File: src/rtl/alarm_ctrl.sv
// alarm_ctrl: alarm clock controller. Stores an alarm time, compares it with
// the running clock, rings with a 1 Hz beep, supports a limited number of
// snoozes and auto-silences after a fixed ring duration.
module alarm_ctrl #(
    parameter int RING_SECS   = 60,
    parameter int SNOOZE_SECS = 300,
    parameter int MAX_SNOOZE  = 3
) (
    input  logic       clk,
    input  logic       reset,
    input  logic       tick_1hz,
    input  logic [7:0] seconds,
    input  logic [7:0] minutes,
    input  logic [7:0] hours,
    input  logic       alarm_en,
    input  logic       set_alarm,
    input  logic       set_min,
    input  logic       set_hour,
    input  logic       snooze,
    input  logic       stop,
    output logic [7:0] alarm_min,
    output logic [7:0] alarm_hour,
    output logic       ringing,
    output logic       snoozing,
    output logic       buzzer
);

    // Counter widths grow with the parameters but never drop below the minimums.
    localparam int RING_W = ($clog2(RING_SECS + 1) > 6) ? $clog2(RING_SECS + 1) : 6;
    localparam int SNZ_W  = ($clog2(SNOOZE_SECS + 1) > 9) ? $clog2(SNOOZE_SECS + 1) : 9;
    localparam int SCNT_W = ($clog2(MAX_SNOOZE + 1) > 2) ? $clog2(MAX_SNOOZE + 1) : 2;

    localparam logic [RING_W-1:0] RING_LIM = RING_W'(RING_SECS);
    localparam logic [SNZ_W-1:0]  SNZ_LOAD = SNZ_W'(SNOOZE_SECS);
    localparam logic [SCNT_W-1:0] SCNT_LIM = SCNT_W'(MAX_SNOOZE);

    typedef enum logic [1:0] {
        IDLE    = 2'd0,
        ARMED   = 2'd1,
        RINGING = 2'd2,
        SNOOZE  = 2'd3
    } state_t;

    state_t              state_reg, state_next;
    logic [7:0]          alarm_min_reg, alarm_min_next;
    logic [7:0]          alarm_hour_reg, alarm_hour_next;
    logic [RING_W-1:0]   ring_cnt_reg, ring_cnt_next;
    logic [SNZ_W-1:0]    snz_cnt_reg, snz_cnt_next;
    logic [SCNT_W-1:0]   snooze_cnt_reg, snooze_cnt_next;
    logic                beep_reg, beep_next;
    logic                match_d_reg;
    logic                match;
    logic                trigger;
    logic [RING_W-1:0]   ring_inc;

    // Alarm fires only on the rising edge of the per-second match, so a stop
    // during the matching second cannot re-trigger.
    assign match   = (hours == alarm_hour_reg) && (minutes == alarm_min_reg) && (seconds == 8'd0);
    assign trigger = match && !match_d_reg;

    // Saturating ring-duration increment.
    assign ring_inc = (ring_cnt_reg == '1) ? ring_cnt_reg : ring_cnt_reg + RING_W'(1);

    // State and datapath registers; match_d resets high to suppress a false
    // trigger when reset releases exactly at the alarm time.
    always_ff @(posedge clk or posedge reset) begin
        if (reset) begin
            state_reg      <= IDLE;
            alarm_min_reg  <= 8'd0;
            alarm_hour_reg <= 8'd6;
            ring_cnt_reg   <= '0;
            snz_cnt_reg    <= '0;
            snooze_cnt_reg <= '0;
            beep_reg       <= 1'b0;
            match_d_reg    <= 1'b1;
        end else begin
            state_reg      <= state_next;
            alarm_min_reg  <= alarm_min_next;
            alarm_hour_reg <= alarm_hour_next;
            ring_cnt_reg   <= ring_cnt_next;
            snz_cnt_reg    <= snz_cnt_next;
            snooze_cnt_reg <= snooze_cnt_next;
            beep_reg       <= beep_next;
            match_d_reg    <= match;
        end
    end

    // Next-state and counter logic; set mode or disarm overrides everything.
    always_comb begin
        state_next      = state_reg;
        alarm_min_next  = alarm_min_reg;
        alarm_hour_next = alarm_hour_reg;
        ring_cnt_next   = ring_cnt_reg;
        snz_cnt_next    = snz_cnt_reg;
        snooze_cnt_next = snooze_cnt_reg;
        beep_next       = beep_reg;

        if (set_alarm && set_min)
            alarm_min_next = (alarm_min_reg >= 8'd59) ? 8'd0 : alarm_min_reg + 8'd1;
        if (set_alarm && set_hour)
            alarm_hour_next = (alarm_hour_reg >= 8'd23) ? 8'd0 : alarm_hour_reg + 8'd1;

        if (set_alarm || !alarm_en) begin
            state_next = IDLE;
        end else begin
            case (state_reg)
                IDLE: begin
                    state_next      = ARMED;
                    snooze_cnt_next = '0;
                end
                ARMED: begin
                    if (trigger) begin
                        state_next    = RINGING;
                        ring_cnt_next = '0;
                        beep_next     = 1'b1;
                    end
                end
                RINGING: begin
                    if (stop) begin
                        state_next      = ARMED;
                        snooze_cnt_next = '0;
                    end else if (snooze && (snooze_cnt_reg < SCNT_LIM)) begin
                        state_next      = SNOOZE;
                        snooze_cnt_next = snooze_cnt_reg + SCNT_W'(1);
                        snz_cnt_next    = SNZ_LOAD;
                    end else if (tick_1hz) begin
                        ring_cnt_next = ring_inc;
                        beep_next     = !beep_reg;
                        if (ring_inc >= RING_LIM) begin
                            state_next      = ARMED;
                            snooze_cnt_next = '0;
                        end
                    end
                end
                SNOOZE: begin
                    if (stop) begin
                        state_next      = ARMED;
                        snooze_cnt_next = '0;
                    end else if (tick_1hz) begin
                        snz_cnt_next = (snz_cnt_reg == '0) ? snz_cnt_reg : snz_cnt_reg - SNZ_W'(1);
                        if (snz_cnt_reg <= SNZ_W'(1)) begin
                            state_next    = RINGING;
                            ring_cnt_next = '0;
                            beep_next     = 1'b1;
                        end
                    end
                end
                default: state_next = IDLE;
            endcase
        end
    end

    // Outputs are registers or direct decodes of them.
    assign alarm_min  = alarm_min_reg;
    assign alarm_hour = alarm_hour_reg;
    assign ringing    = (state_reg == RINGING);
    assign snoozing   = (state_reg == SNOOZE);
    assign buzzer     = (state_reg == RINGING) && beep_reg;

endmodule

File: config.mk
export PLATFORM = sky130hd
export DESIGN_NAME = alarm_ctrl
export DESIGN_NICKNAME = d
export VERILOG_FILES = /design/src/rtl/alarm_ctrl.sv
export SDC_FILE = /design/constraint.sdc
export NUM_CORES = 1
export LEC_CHECK = 0
export CAP_MARGIN = 25
export CORE_MARGIN = 4
export CORE_UTILIZATION = 55
export DETAILED_ROUTE_END_ITERATION = 8
export PLACE_DENSITY = 0.86
export RECOVER_POWER = 25
export SLEW_MARGIN = 25
export SYNTH_ARGS = -nofsm -noshare
export SYNTH_HDL_FRONTEND = slang
export SYNTH_SLANG_ARGS = --single-unit
File: constraint.sdc
create_clock -name clk -period 4.18 [get_ports clk]
set_input_delay 0.418 -clock clk [delete_from_list [all_inputs] [get_ports clk]]
set_output_delay 0.418 -clock clk [all_outputs]
set_load 0.05 [all_outputs]
Word-level counts from Yosys, hierarchy flattened --
Index checks and enable logic that the tools add are counted.
Storage, ports and cells: register bits 37, memories 0, word-level logic and storage cells 104, memory bits (writable) 0, ROM bits 0, latch bits 0
Operators by class: multipliers 0, muxes and demuxes 41, shift operators 0, reduce and logical (&&, ||, !) cells 21, bitwise gates (word level) 1, div/mod/pow operators 0, order comparisons 5, $add $sub $neg 5, eq/ne operators 23
Operator list (number):
- $mux 6 | 8
- $mux 9 | 5
- $mux 2 | 14
- $pmux 6 s3 | 1
- $pmux 9 s2 | 1
- $add 8x1->8 const B | 2
- $eq 8x8->1 | 2
- $mux 8 | 2
- $ne 2x2->1 const B | 8
- $reduce_and 5->1 | 2
- $le 9x1->1 const B | 1
- $logic_not 9->1 | 1
- $reduce_and 9->1 | 1
- $sub 9x1->9 const B | 1
- $ge 8x5->1 const B | 1
- $ge 8x6->1 const B | 1
- $logic_not 8->1 | 1
- $ne 4x2->1 const B | 2
- $ne 4x3->1 const B | 2
- $pmux 2 s4 | 1
- $logic_and 1x1->1 | 7
- $mux 1 | 7
- $reduce_and 7->1 | 1
- $add 6x1->6 const B | 1
- 18 further kinds | 23

Depth between registers and ports, before layout --
word-level depth 9, mapped depth 8, mapped depth without buffers 7

Worst setup path after synthesis --
Ideal clock, no wire load.
kind reg2reg, start point reg alarm_hour_reg[0] (netlist: alarm_hour[0]), end point reg alarm_hour_reg[2] (netlist: alarm_hour[2]), slack 2.149 ns, stages on the path, launching flop included 7, data arrival time 1.952 ns, buffers on the path 0, cells stage by stage dfrtp_1 > ha_1 > a21o_1 > a2111oi_2 > nor2b_1 > o21ai_0 > o21ai_0
On the way: longest elaborated chain between the ends 2
Ends and longest elaborated chain:
- start, declared | RTL line 46 | logic [7:0] alarm_hour_reg, alarm_hour_next;
- start signal, assigned | RTL line 79 | alarm_hour_reg <= alarm_hour_next;
- $add 8x1->8 or $ge 8x5->1 (tied branches) | RTL line 101 | alarm_hour_next = (alarm_hour_reg >= 8'd23) ? 8'd0 : alarm_hour_reg + 8'd1;
- $mux 8 (*) | RTL line 101
Mark *: on every way between the ends. The rest lies on a longest branch, timed or not. A chain may end at the register's enable or synchronous reset.

Worst setup path after layout --
start point reg state_reg[0], end point out buzzer
On the way: longest elaborated chain between the ends 2
Ends and longest elaborated chain:
- start, declared | RTL line 44 | state_t state_reg, state_next;
- start signal, assigned | RTL line 77 | state_reg <= state_next;
- $eq 2x2->1 | RTL line 158 | assign buzzer = (state_reg == RINGING) && beep_reg;
- $logic_and 1x1->1 | RTL line 158
- end, declared | RTL line 25 | output logic buzzer
Every way passes these cells.

==> out/results.tsv <==
metric	value	unit
status	complete, no violations	
Post-synth EDFFs	0	
FF+latch count, synth	37	
via count	2169	
Setup crit end kind	output port	
hold_sp	snooze_cnt_reg[1]	
core area	0.00406	mm²
Die Width	73.4	µm
largest area contributor in the synthesized netlist	dfrtp_1	
setup repair bufs after CTS	0	
Startpoint Class	register	
H-tree levels	2	
Largest register FFs	9	
synth unique cells	56	
Synth top area share	36.2	%
Residual DRC	0	
I/O Pins	52	
Buffers on Ports	51	
met2 usage	36.5	%
gr ovfl total	0	
first-pass GRT wire length	10100	µm
commonest non-fill, non-tap cell in the layout	clkdlybuf4s50_1	
DR WL/cell	16.3	µm
crit-path max FO	12	
Worst slew margin	6.15	%
reg2reg start	snooze_cnt_reg[0]	
Most used DFF post-synth	dfrtp_1	
Post-CTS Resized	0	
CP arrival	2.26	ns
sequential share of the synthesized area	39.5	%
hold-fix buffers at CTS	0	
Row Count	23	
worst vdd ir	0.361	mV
total CTS buffers	5	
global-route track usage on met1	33.4	%
routed wire length	5790	µm
Post-Syn Nets	290	
Top Usage Layer GRT	met2	
Root Buffer	clkbuf_8	
Final Util	74.0	%
vias per inst	6.09	
Max Cap Viol	0	
final setup TNS	0	ns
clk_lat worst skew	0.30	ns
Final ANT Viol Nets	0	
CTS tree	built	
Die ar.	0.00538	mm²
Iteration-0 DRC Markers	173	
HPWL Detailed	4320	µm
vias in the first global route	2126	
Mapped Avg Cell Area	9.40	µm²
Finished Cell Area	0.00300	mm²
Chip Height	73.4	µm
Worst Path Required	3.76	ns
Tmin final	2.68	ns
maximum number of pins on one net before global-route repair	27	
Placed Area	0.00291	mm²
NumNets Final	345	
Worst Setup Path Type	reg -> out	
commonest cells after routing, fill and taps aside	clkdlybuf4s50_1, dfrtp_1, nand2_1	
router iterations before antenna repair	4	
P_leak	1.26	nW
area grow syn2layout	27.8	%
Final Setup Violations	0	
Max Clock Skew	0.00606	ns
Placer Congestion	0.879	
RSZ-0062 raised after global routing	no	
fmax	373	MHz
Synthesis Warnings	0	
# clock sinks	37	
count of pins over their slew limit	0	
final hold vios	0	
worst slew pin tran	1.41	ns
GR met3 Demand/Resource	6.43	%
Area contributors post-synth	dfrtp_1, xnor2_1, ha_1	
Total Power	1.27	mW
Global Route Usage Sum	24.1	%
Initial Utilization	57.9	%
number of diodes	0	
Mapped Cells	250	
share of post-route cells with drive strength above 1	7.84	%
initial antenna violation count	0	
Post-synth ARST share	100	%
Power per Cell Area	424	mW/mm²
Mapped Area	0.00235	mm²
Clock transition at path regs	0.08	ns
fin crit share	64.1	%
Min-Delay Path Class	reg -> reg	
Setup crit start	state_reg[0]	
Max Buffers Root-to-Sink	2	
-- critical path, cell delays in order (launching register included) --
cell and delay [ns]:
dfrtp_1 0.46, nand2b_1 0.21, inv_1 0.32, and2_1 0.18
clkdlybuf4s50_1 0.79
-- synthesized netlist by cell type (all sizes together), types with 2 or more instances --
library cell and count:
nand4 11, a21oi 6, nand2b 5, inv 10
nor2 19, a21boi 2, nand2 23, buf 3
dfrtp 34, nor3 6, o21ai 13, a22oi 3
a32oi 2, a31oi 10, mux2 2, nor4 5
and2 7, a41oi 2, ha 7, a2111oi 2
o31ai 3, nor2b 4, nand3b 2, and3 6
a21o 4, o211ai 2, dfstp 3, xor2 9
o2111ai 6, nand3 8, xnor2 13, or4 2
-- area by class of cell --
| type | instances | area [µm²] |
|---|---|---|
| tap | 50 | 62.6 |
| sequential | 37 | 930 |
| fill | 306 | 1050 |
| inverter | 10 | 37.5 |
| clock inverter | 1 | 5.00 |
| timing repair buffer | 52 | 514 |
| clock buffer | 7 | 96.3 |
| multi-input combinational | 199 | 1360 |
-- report_power, final --
part | total [mW] | switching, mW | internal, mW
clock network | 0.283 | 0.134 | 0.149
logic | 0.466 | 0.277 | 0.189
registers | 0.524 | 0.102 | 0.422
total | 1.27 | 0.513 | 0.760
-- worst paths after layout --
path                                     end  slack (ns)  cells past startpoint
max reg2reg                   snz_cnt_reg[4]        2.01                      6
max in group asynchronous     snz_cnt_reg[6]        1.97                      3
max                                   buzzer        1.50                      4
min reg2reg                snooze_cnt_reg[1]        0.51                      1
min in group asynchronous    ring_cnt_reg[1]        0.56                      2
min                        snooze_cnt_reg[1]        0.51                      1
-- stage by stage --
stage	cells	setup WS [ns]	hold WS [ns]
3_3_place_gp	348	1.81	0.501
6_report	356	1.50	0.514
2_1_floorplan	250	2.15	0.480
5_1_grt	356	1.40	0.548
3_5_place_dp	348	1.73	0.501
4_1_cts	356	1.50	0.437
-- cell families after synthesis --
logic type                 Yosys count  synth area share, %
AOI/OAI and AO/OA                   64                 20.3
xor gates and xnor gates            22                 8.20
muxes                                2                0.958
DFF                                 37                 39.5
adders and majority gates            7                 3.73
buffers and inverters               14                 2.66
and+or+nand+nor                    104                 24.6
-- per-layer routing --
metal / wire (µm) / vias to the layer above
met5: 0 / -
met4: 107 / 0
met3: 369 / 13
met2: 2780 / 89
met1: 2530 / 1015
li1: - / 1052
Note: power is estimated with default switching activity, not from simulation.
